File: src/rtl/cmp_pkg.sv
`default_nettype none
// ============================================================================
// Module      : cmp_pkg
// Description : Shared relation encoding and debounce FSM states for the
//               comparator debounce stage.
// Revision    : 1.0 - initial release
// ============================================================================
package cmp_pkg;

    typedef enum logic [1:0] {
        REL_EQ  = 2'd0,
        REL_LT  = 2'd1,
        REL_GT  = 2'd2,
        REL_UNK = 2'd3
    } rel_t;

    typedef enum logic [1:0] {
        S_UNK  = 2'd0,
        S_LOCK = 2'd1,
        S_PEND = 2'd2
    } state_t;

    localparam int c_RUN_W = 8;

endpackage : cmp_pkg
`default_nettype wire

File: src/rtl/cmp_rel_encode.sv
`default_nettype none
// ============================================================================
// Module      : cmp_rel_encode
// Description : Combinational decode of comparator eq/lt/gt flags into a
//               relation code plus an illegal-combination flag.
// Revision    : 1.0 - initial release
// ============================================================================
module cmp_rel_encode
    import cmp_pkg::*;
(
    input  logic       i_eq,
    input  logic       i_lt,
    input  logic       i_gt,
    output logic [1:0] o_rel,
    output logic       o_illegal
);

    always_comb begin
        o_rel     = REL_UNK;
        o_illegal = 1'b0;
        case ({i_eq, i_lt, i_gt})
            3'b100:  o_rel = REL_EQ;
            3'b010:  o_rel = REL_LT;
            3'b001:  o_rel = REL_GT;
            default: o_illegal = 1'b1;
        endcase
    end

endmodule : cmp_rel_encode
`default_nettype wire

File: src/rtl/cmp_debounce.sv
`default_nettype none
// ============================================================================
// Module      : cmp_debounce
// Description : Debounces comparator relation flags; rel_o changes only after
//               STABLE_CNT consecutive agreeing valid samples. Optional change
//               counter enabled by macro CMP_DEB_CNT_EN.
// Revision    : 1.0 - initial release
// ============================================================================
module cmp_debounce
    import cmp_pkg::*;
#(
    parameter int STABLE_CNT = 4,
    parameter int CNT_W      = 8
) (
    input  logic             clk,
    input  logic             rst,
    input  logic             in_valid,
    input  logic             eq,
    input  logic             lt,
    input  logic             gt,
    input  logic             clr_cnt,
    output logic [1:0]       rel_o,
    output logic             changed_o,
    output logic             err_o,
    output logic [CNT_W-1:0] chg_cnt_o
);

    localparam logic [c_RUN_W-1:0] c_STABLE = c_RUN_W'(STABLE_CNT);

    state_t             r_state, w_state_nxt;
    rel_t               r_rel, w_rel_nxt;
    rel_t               r_cand, w_cand_nxt;
    logic [c_RUN_W-1:0] r_run, w_run_nxt, w_run_tgt;
    logic               r_chg, w_chg_nxt;
    logic               r_err, w_err_nxt;

    logic [1:0]         w_s_raw;
    rel_t               w_s;
    logic               w_illegal;

    cmp_rel_encode u_enc (
        .i_eq      (eq),
        .i_lt      (lt),
        .i_gt      (gt),
        .o_rel     (w_s_raw),
        .o_illegal (w_illegal)
    );

    assign w_s = rel_t'(w_s_raw);

    always_ff @(posedge clk) begin
        if (rst) begin
            r_state <= S_UNK;
            r_rel   <= REL_UNK;
            r_cand  <= REL_UNK;
            r_run   <= '0;
            r_chg   <= 1'b0;
            r_err   <= 1'b0;
        end else begin
            r_state <= w_state_nxt;
            r_rel   <= w_rel_nxt;
            r_cand  <= w_cand_nxt;
            r_run   <= w_run_nxt;
            r_chg   <= w_chg_nxt;
            r_err   <= w_err_nxt;
        end
    end

    always_comb begin
        w_state_nxt = r_state;
        w_rel_nxt   = r_rel;
        w_cand_nxt  = r_cand;
        w_run_nxt   = r_run;
        w_chg_nxt   = 1'b0;
        w_err_nxt   = 1'b0;
        w_run_tgt   = 8'd1;
        if (in_valid) begin
            if (w_illegal) begin
                w_err_nxt   = 1'b1;
                w_run_nxt   = '0;
                w_cand_nxt  = REL_UNK;
                w_state_nxt = (r_rel == REL_UNK) ? S_UNK : S_LOCK;
            end else if (w_s == r_rel) begin
                w_run_nxt   = '0;
                w_cand_nxt  = REL_UNK;
                w_state_nxt = S_LOCK;
            end else begin
                // A run only continues while pending toward the same candidate
                if (r_state == S_PEND && w_s == r_cand)
                    w_run_tgt = r_run + 8'd1;
                if (w_run_tgt == c_STABLE) begin
                    w_rel_nxt   = w_s;
                    w_chg_nxt   = 1'b1;
                    w_run_nxt   = '0;
                    w_cand_nxt  = REL_UNK;
                    w_state_nxt = S_LOCK;
                end else begin
                    w_run_nxt   = w_run_tgt;
                    w_cand_nxt  = w_s;
                    w_state_nxt = S_PEND;
                end
            end
        end
    end

    assign rel_o     = r_rel;
    assign changed_o = r_chg;
    assign err_o     = r_err;

`ifdef CMP_DEB_CNT_EN
    logic [CNT_W-1:0] r_cnt;

    always_ff @(posedge clk) begin
        if (rst)
            r_cnt <= '0;
        else if (clr_cnt)
            r_cnt <= '0;
        else if (w_chg_nxt && r_cnt != {CNT_W{1'b1}})
            r_cnt <= r_cnt + 1'b1;
    end

    assign chg_cnt_o = r_cnt;
`else
    logic w_unused;
    assign w_unused  = clr_cnt;
    assign chg_cnt_o = '0;
`endif

endmodule : cmp_debounce
`default_nettype wire

File: config.mk
export PLATFORM = sky130hd
export DESIGN_NAME = cmp_debounce
export DESIGN_NICKNAME = d
export VERILOG_FILES = /design/src/rtl/cmp_pkg.sv /design/src/rtl/cmp_rel_encode.sv /design/src/rtl/cmp_debounce.sv
export SDC_FILE = /design/constraint.sdc
export NUM_CORES = 1
export LEC_CHECK = 0
export ABC_AREA = 1
export CORE_MARGIN = 2
export CORE_UTILIZATION = 35
export DETAILED_ROUTE_END_ITERATION = 10
export PLACE_DENSITY = 0.57
export REMOVE_ABC_BUFFERS = 1
export SKIP_CTS_REPAIR_TIMING = 1
export SYNTH_ARGS = -nofsm -noshare
export SYNTH_HDL_FRONTEND = slang
export SYNTH_SLANG_ARGS = --single-unit
File: constraint.sdc
create_clock -name clk -period 2.2 [get_ports clk]
set_clock_uncertainty 0.2 [all_clocks]
set_input_delay 0.33 -clock clk [delete_from_list [all_inputs] [get_ports clk]]
set_output_delay 0.33 -clock clk [all_outputs]
set_load 0.1 [all_outputs]
==> results of run 1 <==
[final cells by class]
type	instances	share of cell area, %
timing repair buffer	14	10.2
clock buffer	3	1.95
multi-input combinational	111	49.4
sequential	16	27.7
tap	31	3.35
inverter	23	7.46
[logic make-up (layout without fill, tap and decap cells)]
family                     after synthesis  in the layout  share of synthesized area [%]
AOI/OAI and AO/OA                       18             18                           10.1
buffers and inverters                   34             40                           16.0
adders and majority gates                1              1                           1.21
DFF                                     16             16                           31.1
and+or+nand+nor                         81             81                           38.7
other                                    1              8                          0.364
xor gates and xnor gates                 3              3                           2.55
[through the flow]
stage          setup TNS, ns  setup WS, ns  hold WS, ns
3_3_place_gp         -0.0369       -0.0139        0.256
2_1_floorplan              0         0.180        0.192
4_1_cts                    0         0.239        0.276
3_5_place_dp          -0.373       -0.0714        0.258
6_report                   0         0.253        0.269
5_1_grt                    0        0.0309        0.306
[power breakdown]
part	leakage (nW)	internal, W	switching (W)
combinational	0.414	0.0000308	0.000109
sequential	0.130	0.000295	0.00000263
clock	0.0138	0.0000635	0.0000941
total	0.558	0.000389	0.000206
[critical path: cells and delay by family]
kind	cells	cell delay, ns
buf+inv	1	0.49
simple gates	11	1.08
[state kept, by name, summed over array words and instances (netlist names)]
| name | cells |
|---|---|
| rel_o | 2 |
| r_state | 2 |
| r_run | 8 |
| changed_o | 1 |
| r_cand | 2 |
| err_o | 1 |
[cell usage after synthesis, drive strengths merged]
cell type  instances  share of area (%)
a21oi             11                5.7
a22oi              3                2.2
buf                9                6.9
clkbuf             2               0.73
clkinv             1               0.36
conb               1               0.36
dfxtp             16                 31
ha                 1                1.2
inv               22                8.0
nand2             45                 19
nand3             15                8.3
nand3b             1               0.73
nand4              4                2.4
nor2              14                7.8
nor3               2               0.97
o21ai              3                1.5
o21bai             1               0.73
xor2               3                2.5
[worst min path at each step]
stage	from	to	slack (ns)	cells past startpoint
detailed placement	r_cand[1]$_SDFFE_PP1P_	r_cand[1]$_SDFFE_PP1P_	0.26	2
CTS	r_state[1]$_SDFFE_PP0P_	r_state[1]$_SDFFE_PP0P_	0.28	2
global placement	r_state[1]$_SDFFE_PP0P_	r_state[1]$_SDFFE_PP0P_	0.26	2
global route	r_state[1]$_SDFFE_PP0P_	r_state[1]$_SDFFE_PP0P_	0.31	2
finish	r_state[1]$_SDFFE_PP0P_	r_state[1]$_SDFFE_PP0P_	0.27	2
floorplan	rst	r_state[0]$_SDFFE_PP0P_	0.19	1
[routing by layer]
layer,GRT usage [%],vias up,routed length [µm]
li1,-,501,-
met1,19.6,401,1010
met2,20.5,21,869
met3,1.34,2,78
met4,7.97,0,27
met5,0,-,0
==> reports/results.tsv, run 1 <==
stage	metric	value	unit
drt	drt_wl_total	1980	µm
timing	slew_violations	0	
flow_run	maxCapViolations	0	
placed_design	dp_hpwl	1510	µm
placed_design	dp_cells	195	
critical_path	path_class	primary input to flip-flop	
timing	setup_violations	0	
run_status	outcome	complete, no violations	
cells_and_area	finalNetCount	177	
cells_and_area	finalNonFillerCells	198	
critical_path	arrival	1.92	ns
critical_path	max_stage_delay	0.49	ns
clocking	numCtsBuffers	3	
drt	via_per_inst	4.67	
timing	rsz0062_at_grt	no	
floorplan	die_y	58.3	µm
floorplan	initial_utilization	37.1	%
cells_and_area	diodes	0	
drt	vias	925	
pwr	finalPower	0.000595	W
drt	antenna_left	0	
cells_and_area	design_area	0.00116	mm²
drt	drt-wirelength-per-cell	10.0	µm
floorplan	rows	19	
global_routing	grt_max_degree	16	
logic_synthesis	ys_seq_elements	16	
critical_path	path_cells	clkdlybuf4s50_1 -> nor2_1 -> nand2_2 -> nand2_2 -> nand2_1 -> nand2_1 -> nor2_1 -> nand3_1 -> nor2_2 -> nand3_2 -> nand2_1 -> nand3_1	
clocking	clock_tree.root_cell	clkbuf_4	
cells_and_area	drive_gt1_share	18.6	%
cells_and_area	layout_commonest_cell	nand2_1	
clocking	clock_path_buffers	2	
floorplan	core-area	0.00278	mm²
critical_path	r2r_start	r_run[1]$_SDFFE_PP0P_	
global_routing	antenna_found_initial	0	
clocking	cts_tree	done	
min_path	hold_class	flip-flop to flip-flop	
critical_path	crit_path_end_kind	flip-flop	
clocking	path_clk_slew	0.10	ns
placed_design	placed_area	0.00113	mm²
critical_path	endpoint	rel_o[0]$_SDFFE_PP1P_	
critical_path	worstPathMaxFanout	5	
cells_and_area	finish.utilization	41.6	%
global_routing	grt_overflow	0	
logic_synthesis	netlist_instances	154	
drt	drtIter0Drc	20	
timing	fin_crit_sh	88.5	%
logic_synthesis	synth_cell_types	26	
clocking	cts_num_sinks	16	
critical_path	worstSetupStartpoint	gt	
critical_path	path_common_cell	nand2_1	
floorplan	die_x	58.3	µm
logic_synthesis	syn_area_per_cell	6.69	µm²
timing	hold_violations	0	
timing	max_freq	513	MHz
placed_design	placement.io_buffers	9	
floorplan	ioPinCount	19	
critical_path	critPathLaunchType	primary input	
cells_and_area	area_growth	12.3	%
cells_and_area	most-common-layout-cells	nand2_1 (36), inv_1 (20), dfxtp_1 (16), nand3_1 (13), a21oi_1 (10)	
global_routing	grt_pass1_wl	3650	µm
clocking	clk_latency	0.29	ns
placed_design	gp_congestion	0.755	
timing	fin_crit	1.95	ns
critical_path	required	2.17	ns
critical_path	r2r-end	rel_o[0]$_SDFFE_PP1P_	
global_routing	grt_pass1_vias	800	
cells_and_area	register_area	320	µm²
cells_and_area	multiInputGateArea	572	µm²
logic_synthesis	ys_seq_area_share	31.1	%
logic_synthesis	netlist_area	0.00103	mm²
pwr	leakagePower	0.558	nW
timing	slew_headroom	59.3	%
critical_path	reg2regPathDepth	10	
logic_synthesis	yosysWarnings	0	
pwr	ir_drop	321	µV
timing	worst_pin_slew	0.608	ns
drt	post-route-drc-count	0	
floorplan	dieArea	0.00340	mm²
critical_path	critPathSlowestCell	clkdlybuf4s50_1	
clocking	h-tree-depth	1	
drt	drt_first_pass_iters	4	
cells_and_area	nFillCells	298	
pwr	pwr_density_cell	514	mW/mm²
critical_path	r2r_setup_slack	0.27	ns
global_routing	grtUsageTotal	13.9	%
No activity file was read; power rests on OpenSTA's default activity.
==> inputs of run 2 (changes only) <==
--- a/config.mk
+++ b/config.mk
@@ -6,10 +6,12 @@
 export NUM_CORES = 1
 export LEC_CHECK = 0
 export ABC_AREA = 1
+export CELL_PAD_IN_SITES_DETAIL_PLACEMENT = 0
+export CELL_PAD_IN_SITES_GLOBAL_PLACEMENT = 2
 export CORE_MARGIN = 2
-export CORE_UTILIZATION = 35
+export CORE_UTILIZATION = 27
 export DETAILED_ROUTE_END_ITERATION = 10
-export PLACE_DENSITY = 0.57
+export PLACE_DENSITY = 0.76
 export REMOVE_ABC_BUFFERS = 1
 export SKIP_CTS_REPAIR_TIMING = 1
 export SYNTH_ARGS = -nofsm -noshare
==> run 2 against run 1 <==
Against the previous run: first-iteration DRC count grew 25%; flip-flop and latch count is the same; register-to-register slack lost 0.05 ns; critical path depth is the same; power grew 19%; sequential share of layout area shrank 1.6 points; maximum frequency shrank 2.6%; via count grew 1.3%; critical endpoint is now rel_o[1]$_SDFFE_PP1P_; non-clock buffer count grew 2.
==> reports/results.tsv, run 2 (synthesized netlist as in run 1, its figures left out) <==
stage	metric	value	unit
cells_and_area	design_area	0.00123	mm²
drt	drtIter0Drc	25	
drt	vias	937	
drt	met1_length	1100	µm
critical_path	crit_path_end_kind	flip-flop	
global_routing	grt_overflow	0	
pwr	leakagePower	0.582	nW
floorplan	dieArea	0.00433	mm²
clocking	clock_tree.root_cell	clkbuf_8	
floorplan	rows	22	
drt	wl_met3	57	µm
critical_path	path_class	primary input to flip-flop	
global_routing	grtUsageTotal	11.3	%
floorplan	die_x	65.8	µm
global_routing	antenna_found_initial	0	
clocking	cts_tree	done	
drt	wl_met2	975	µm
critical_path	critPathSlowestCell	clkdlybuf4s50_1	
timing	fin_crit	2.00	ns
placed_design	dp_hpwl	1740	µm
timing	hold_violations	0	
drt	drt_first_pass_iters	4	
clocking	numCtsBuffers	3	
critical_path	path_cells	clkdlybuf4s50_1 -> nor2_1 -> nand2_2 -> nand2_2 -> nand2_1 -> nand2_1 -> nor2_2 -> nand3_1 -> nor2_2 -> nand3_2 -> nand2_1 -> nand3_1	
drt	top_layer	met4	
timing	rsz0062_at_grt	no	
timing	slew_headroom	56.7	%
clocking	clk_latency	0.25	ns
cells_and_area	drive_gt1_share	20.6	%
clocking	h-tree-depth	1	
timing	fin_ws	0.201	ns
floorplan	core-area	0.00366	mm²
placed_design	placed_area	0.00117	mm²
placed_design	dp_worst_setup_slack	-0.138	ns
global_routing	grt_pass1_vias	828	
timing	fin_crit_sh	90.9	%
pwr	ir_drop	260	µV
timing	slew_violations	0	
critical_path	arrival	1.93	ns
timing	setup_violations	0	
flow_run	maxCapViolations	0	
run_status	outcome	complete, no violations	
placed_design	placement.io_buffers	9	
floorplan	die_y	65.8	µm
global_routing	grt_pass1_wl	3730	µm
critical_path	worstPathMaxFanout	5	
drt	antenna_left	0	
critical_path	max_stage_delay	0.51	ns
cells_and_area	largest-register	r_run	
cells_and_area	most-common-layout-cells	nand2_1 (36), inv_1 (20), dfxtp_1 (16), nand3_1 (13), buf_4 (11)	
floorplan	initial_utilization	28.2	%
cells_and_area	largest_reg_flops	8	
timing	tns	0	ns
placed_design	gp_congestion	0.751	
timing	worst_pin_slew	0.647	ns
critical_path	required	2.13	ns
critical_path	critPathLaunchType	primary input	
timing	max_freq	500	MHz
clocking	clock_path_buffers	2	
global_routing	grt_max_degree	16	
cells_and_area	area_growth	19.2	%
cells_and_area	finalNetCount	179	
cells_and_area	diodes	0	
cells_and_area	layout_commonest_cell	nand2_1	
clocking	cts_num_sinks	16	
cells_and_area	nFillCells	405	
critical_path	path_common_cell	nand2_1	
critical_path	critPathTopFamily	simple AND/OR/NAND/NOR gates	
drt	drt-wirelength-per-cell	10.0	µm
clocking	path_clk_slew	0.07	ns
drt	post-route-drc-count	0	
critical_path	cp_num_buf_inv	1	
min_path	hold_class	flip-flop to flip-flop	
floorplan	ioPinCount	19	
pwr	pwr_density_cell	574	mW/mm²
drt	drt_wl_total	2190	µm
drt	via_per_inst	4.30	
run 2: worst min-delay path: stages, from the launching register on:
cell	delay [ns]
dfxtp_1	0.32
nand2_1	0.06
a21oi_1	0.05
run 2: cell type report:
| cell class | count | area [µm²] | area share (%) |
|---|---|---|---|
| Sequential cell | 16 | 320 | 26.1 |
| Multi-Input combinational cell | 111 | 574 | 46.7 |
| Tap cell | 48 | 60.1 | 4.89 |
| Inverter | 23 | 86.3 | 7.03 |
| Clock buffer | 4 | 55.1 | 4.48 |
| Timing Repair Buffer | 16 | 133 | 10.8 |
run 2: metal layers:
metal | up-vias | track usage (%)
met5 | - | 0
met4 | 0 | 6.25
met3 | 6 | 2.21
met2 | 11 | 17.6
met1 | 419 | 14.7
li1 | 501 | -
run 2: stage by stage:
step | hold slack, ns | util [%] | std cells | total power [W]
CTS | 0.280 | 33.5 | 218 | 0.000716
global placement | 0.252 | 32.0 | 214 | 0.000449
finish | 0.277 | 33.6 | 218 | 0.000705
detailed placement | 0.267 | 32.0 | 214 | 0.000449
floorplan | 0.192 | - | 150 | 0.000411
global route | 0.293 | 33.6 | 218 | 0.000742
run 2: power by group:
| group | total (W) | switching [W] | leakage [nW] | internal (W) |
|---|---|---|---|---|
| clock | 0.000263 | 0.000104 | 0.0288 | 0.000159 |
| sequential | 0.000298 | 0.00000281 | 0.130 | 0.000295 |
| combinational | 0.000145 | 0.000111 | 0.424 | 0.0000341 |
run 2: worst paths after layout:
kind,from,to,slack [ns],cells past startpoint
worst max register to register,r_run[1]$_SDFFE_PP0P_,rel_o[1]$_SDFFE_PP1P_,0.22,10
worst min-delay path,r_run[7]$_SDFFE_PP0P_,r_run[7]$_SDFFE_PP0P_,0.28,2
worst min register to register,r_run[7]$_SDFFE_PP0P_,r_run[7]$_SDFFE_PP0P_,0.28,2
worst max-delay path,gt,rel_o[1]$_SDFFE_PP1P_,0.20,12
==> inputs of run 3 (changes only) <==
--- a/config.mk
+++ b/config.mk
@@ -6,11 +6,14 @@
 export NUM_CORES = 1
 export LEC_CHECK = 0
 export ABC_AREA = 1
+export CAP_MARGIN = 20
 export CELL_PAD_IN_SITES_DETAIL_PLACEMENT = 0
 export CELL_PAD_IN_SITES_GLOBAL_PLACEMENT = 2
+export CORE_ASPECT_RATIO = 0.9
 export CORE_MARGIN = 2
 export CORE_UTILIZATION = 27
 export DETAILED_ROUTE_END_ITERATION = 10
+export HOLD_SLACK_MARGIN = 0.02
 export PLACE_DENSITY = 0.76
 export REMOVE_ABC_BUFFERS = 1
 export SKIP_CTS_REPAIR_TIMING = 1
==> run 3 against run 2 <==
Against the previous run: hold slack worse by 0.0057 ns; critical path depth increased by 1; maximum frequency shrank 0.15%; power increased by 0.95%; first-iteration DRC count up 56%; flip-flop and latch count is the same; critical endpoint is now r_state[0]$_SDFFE_PP0P_; largest power group unchanged.
==> reports/results.tsv, run 3 (synthesized netlist as in run 1, its figures left out) <==
stage	metric	value	unit
critical_path	reg2regPathDepth	11	
timing	rsz0062_at_grt	no	
timing	slew_headroom	58.3	%
pwr	leakagePower	0.581	nW
timing	fin_crit_sh	91.0	%
floorplan	core-area	0.00368	mm²
timing	slew_violations	0	
timing	hold_violations	0	
timing	fin_crit	2.00	ns
cells_and_area	area_growth	18.7	%
critical_path	max_stage_delay	0.51	ns
drt	drt_first_pass_iters	4	
critical_path	path_class	primary input to flip-flop	
timing	setup_violations	0	
clocking	cts_num_sinks	16	
placed_design	gp_congestion	0.772	
clocking	h-tree-depth	1	
drt	vias	939	
cells_and_area	nFillCells	416	
placed_design	dp_hpwl	1660	µm
critical_path	r2r_start	r_run[0]$_SDFFE_PP0P_	
drt	post-route-drc-count	0	
cells_and_area	largest_reg_flops	8	
pwr	finalPower	0.000712	W
cells_and_area	layout_commonest_cell	nand2_1	
clocking	path_clk_slew	0.07	ns
floorplan	dieArea	0.00433	mm²
cells_and_area	finish.utilization	33.3	%
min_path	worstHoldStart	r_cand[1]$_SDFFE_PP1P_	
run_status	outcome	complete, no violations	
min_path	hold_class	flip-flop to flip-flop	
critical_path	path_cells	clkdlybuf4s50_1 -> nor2_1 -> nand2_2 -> nand2_2 -> nand2_1 -> nand2_1 -> nor2_1 -> nand3_1 -> nor2_2 -> nand2_2 -> nand2_2 -> nand2_2 -> a21oi_2	
cells_and_area	finalNonFillerCells	216	
min_path	hold_depth	2	
critical_path	path_common_cell	nand2_2	
flow_run	maxCapViolations	0	
drt	drt_wl_total	2240	µm
critical_path	required	2.18	ns
critical_path	crit_path_end_kind	flip-flop	
floorplan	initial_utilization	28.0	%
clocking	clock_path_buffers	2	
floorplan	die_y	62.6	µm
placed_design	placement.io_buffers	9	
cells_and_area	finalNetCount	179	
clocking	numCtsBuffers	3	
pwr	pwr_density_cell	582	mW/mm²
global_routing	grt_pass1_wl	3880	µm
global_routing	grt_max_degree	16	
floorplan	ioPinCount	19	
pwr	ir_drop	202	µV
timing	hold_slack	0.271	ns
clocking	clock_tree.root_cell	clkbuf_8	
cells_and_area	most-common-layout-cells	nand2_1 (36), inv_1 (20), dfxtp_1 (16), nand3_1 (13), buf_4 (11)	
critical_path	r2r_setup_slack	0.25	ns
drt	antenna_left	0	
clocking	clk_latency	0.25	ns
placed_design	dp_cells	212	
critical_path	critPathSlowestCell	clkdlybuf4s50_1	
global_routing	grt_overflow	0	
cells_and_area	diodes	0	
timing	fin_ws	0.198	ns
drt	via_per_inst	4.35	
global_routing	grt_pass1_vias	866	
critical_path	r2r-end	r_state[0]$_SDFFE_PP0P_	
timing	worst_pin_slew	0.624	ns
drt	drtIter0Drc	39	
drt	drt-wirelength-per-cell	10.4	µm
timing	max_freq	500	MHz
clocking	cts_tree	done	
min_path	hold_end	r_cand[1]$_SDFFE_PP1P_	
global_routing	grtUsageTotal	11.0	%
critical_path	critPathLaunchType	primary input	
floorplan	rows	21	
floorplan	die_x	69.1	µm
critical_path	arrival	1.98	ns
critical_path	worstPathMaxFanout	5	
global_routing	antenna_found_initial	0	
placed_design	dp_worst_setup_slack	-0.0894	ns
cells_and_area	drive_gt1_share	20.0	%
cells_and_area	largest-register	r_run	
-- run 3: cell counts in the layout (fill, tap and decap cells not counted) --
Identical to the previous run, type by type.
-- run 3: critical path, delay by kind of cell --
family	cells	cell delay, ns
AND/OR/NAND/NOR	11	1.03
buffers and inverters	1	0.51
AO/OA/AOI/OAI	1	0.10
-- run 3: cell type report --
type	count	area (µm²)	share of cell area (%)
Clock buffer	4	55.1	4.50
Inverter	23	86.3	7.06
Multi-Input combinational cell	111	572	46.7
Sequential cell	16	320	26.2
Tap cell	46	57.6	4.70
Timing Repair Buffer	16	133	10.8
-- run 3: per-layer routing --
metal / GRT usage (%) / wire length, µm / vias to the layer above
li1: - / - / 504
met1: 14.4 / 1170 / 414
met2: 16.5 / 966 / 19
met3: 2.42 / 76 / 2
met4: 6.86 / 27 / 0
met5: 0 / 0 / -
-- run 3: power breakdown --
part,internal [W],switching (W)
clock,0.000159,0.000111
combinational,0.0000338,0.000110
sequential,0.000295,0.00000337
-- run 3: worst max-delay path by stage --
stage	startpoint	endpoint	cells after the start
6_report	gt	r_state[0]$_SDFFE_PP0P_	13
5_1_grt	gt	rel_o[1]$_SDFFE_PP1P_	12
4_1_cts	gt	r_state[0]$_SDFFE_PP0P_	13
3_5_place_dp	lt	r_state[0]$_SDFFE_PP0P_	13
3_3_place_gp	gt	r_state[0]$_SDFFE_PP0P_	13
2_1_floorplan	rel_o[0]$_SDFFE_PP1P_	rel_o[0]$_SDFFE_PP1P_	8
-- run 3: metrics by stage --
step	TNS [ns]	cell area [µm²]
floorplan	0	978
global placement	-0.415	1170
detailed placement	-0.646	1170
CTS	0	1220
global route	0	1220
finish	0	1220
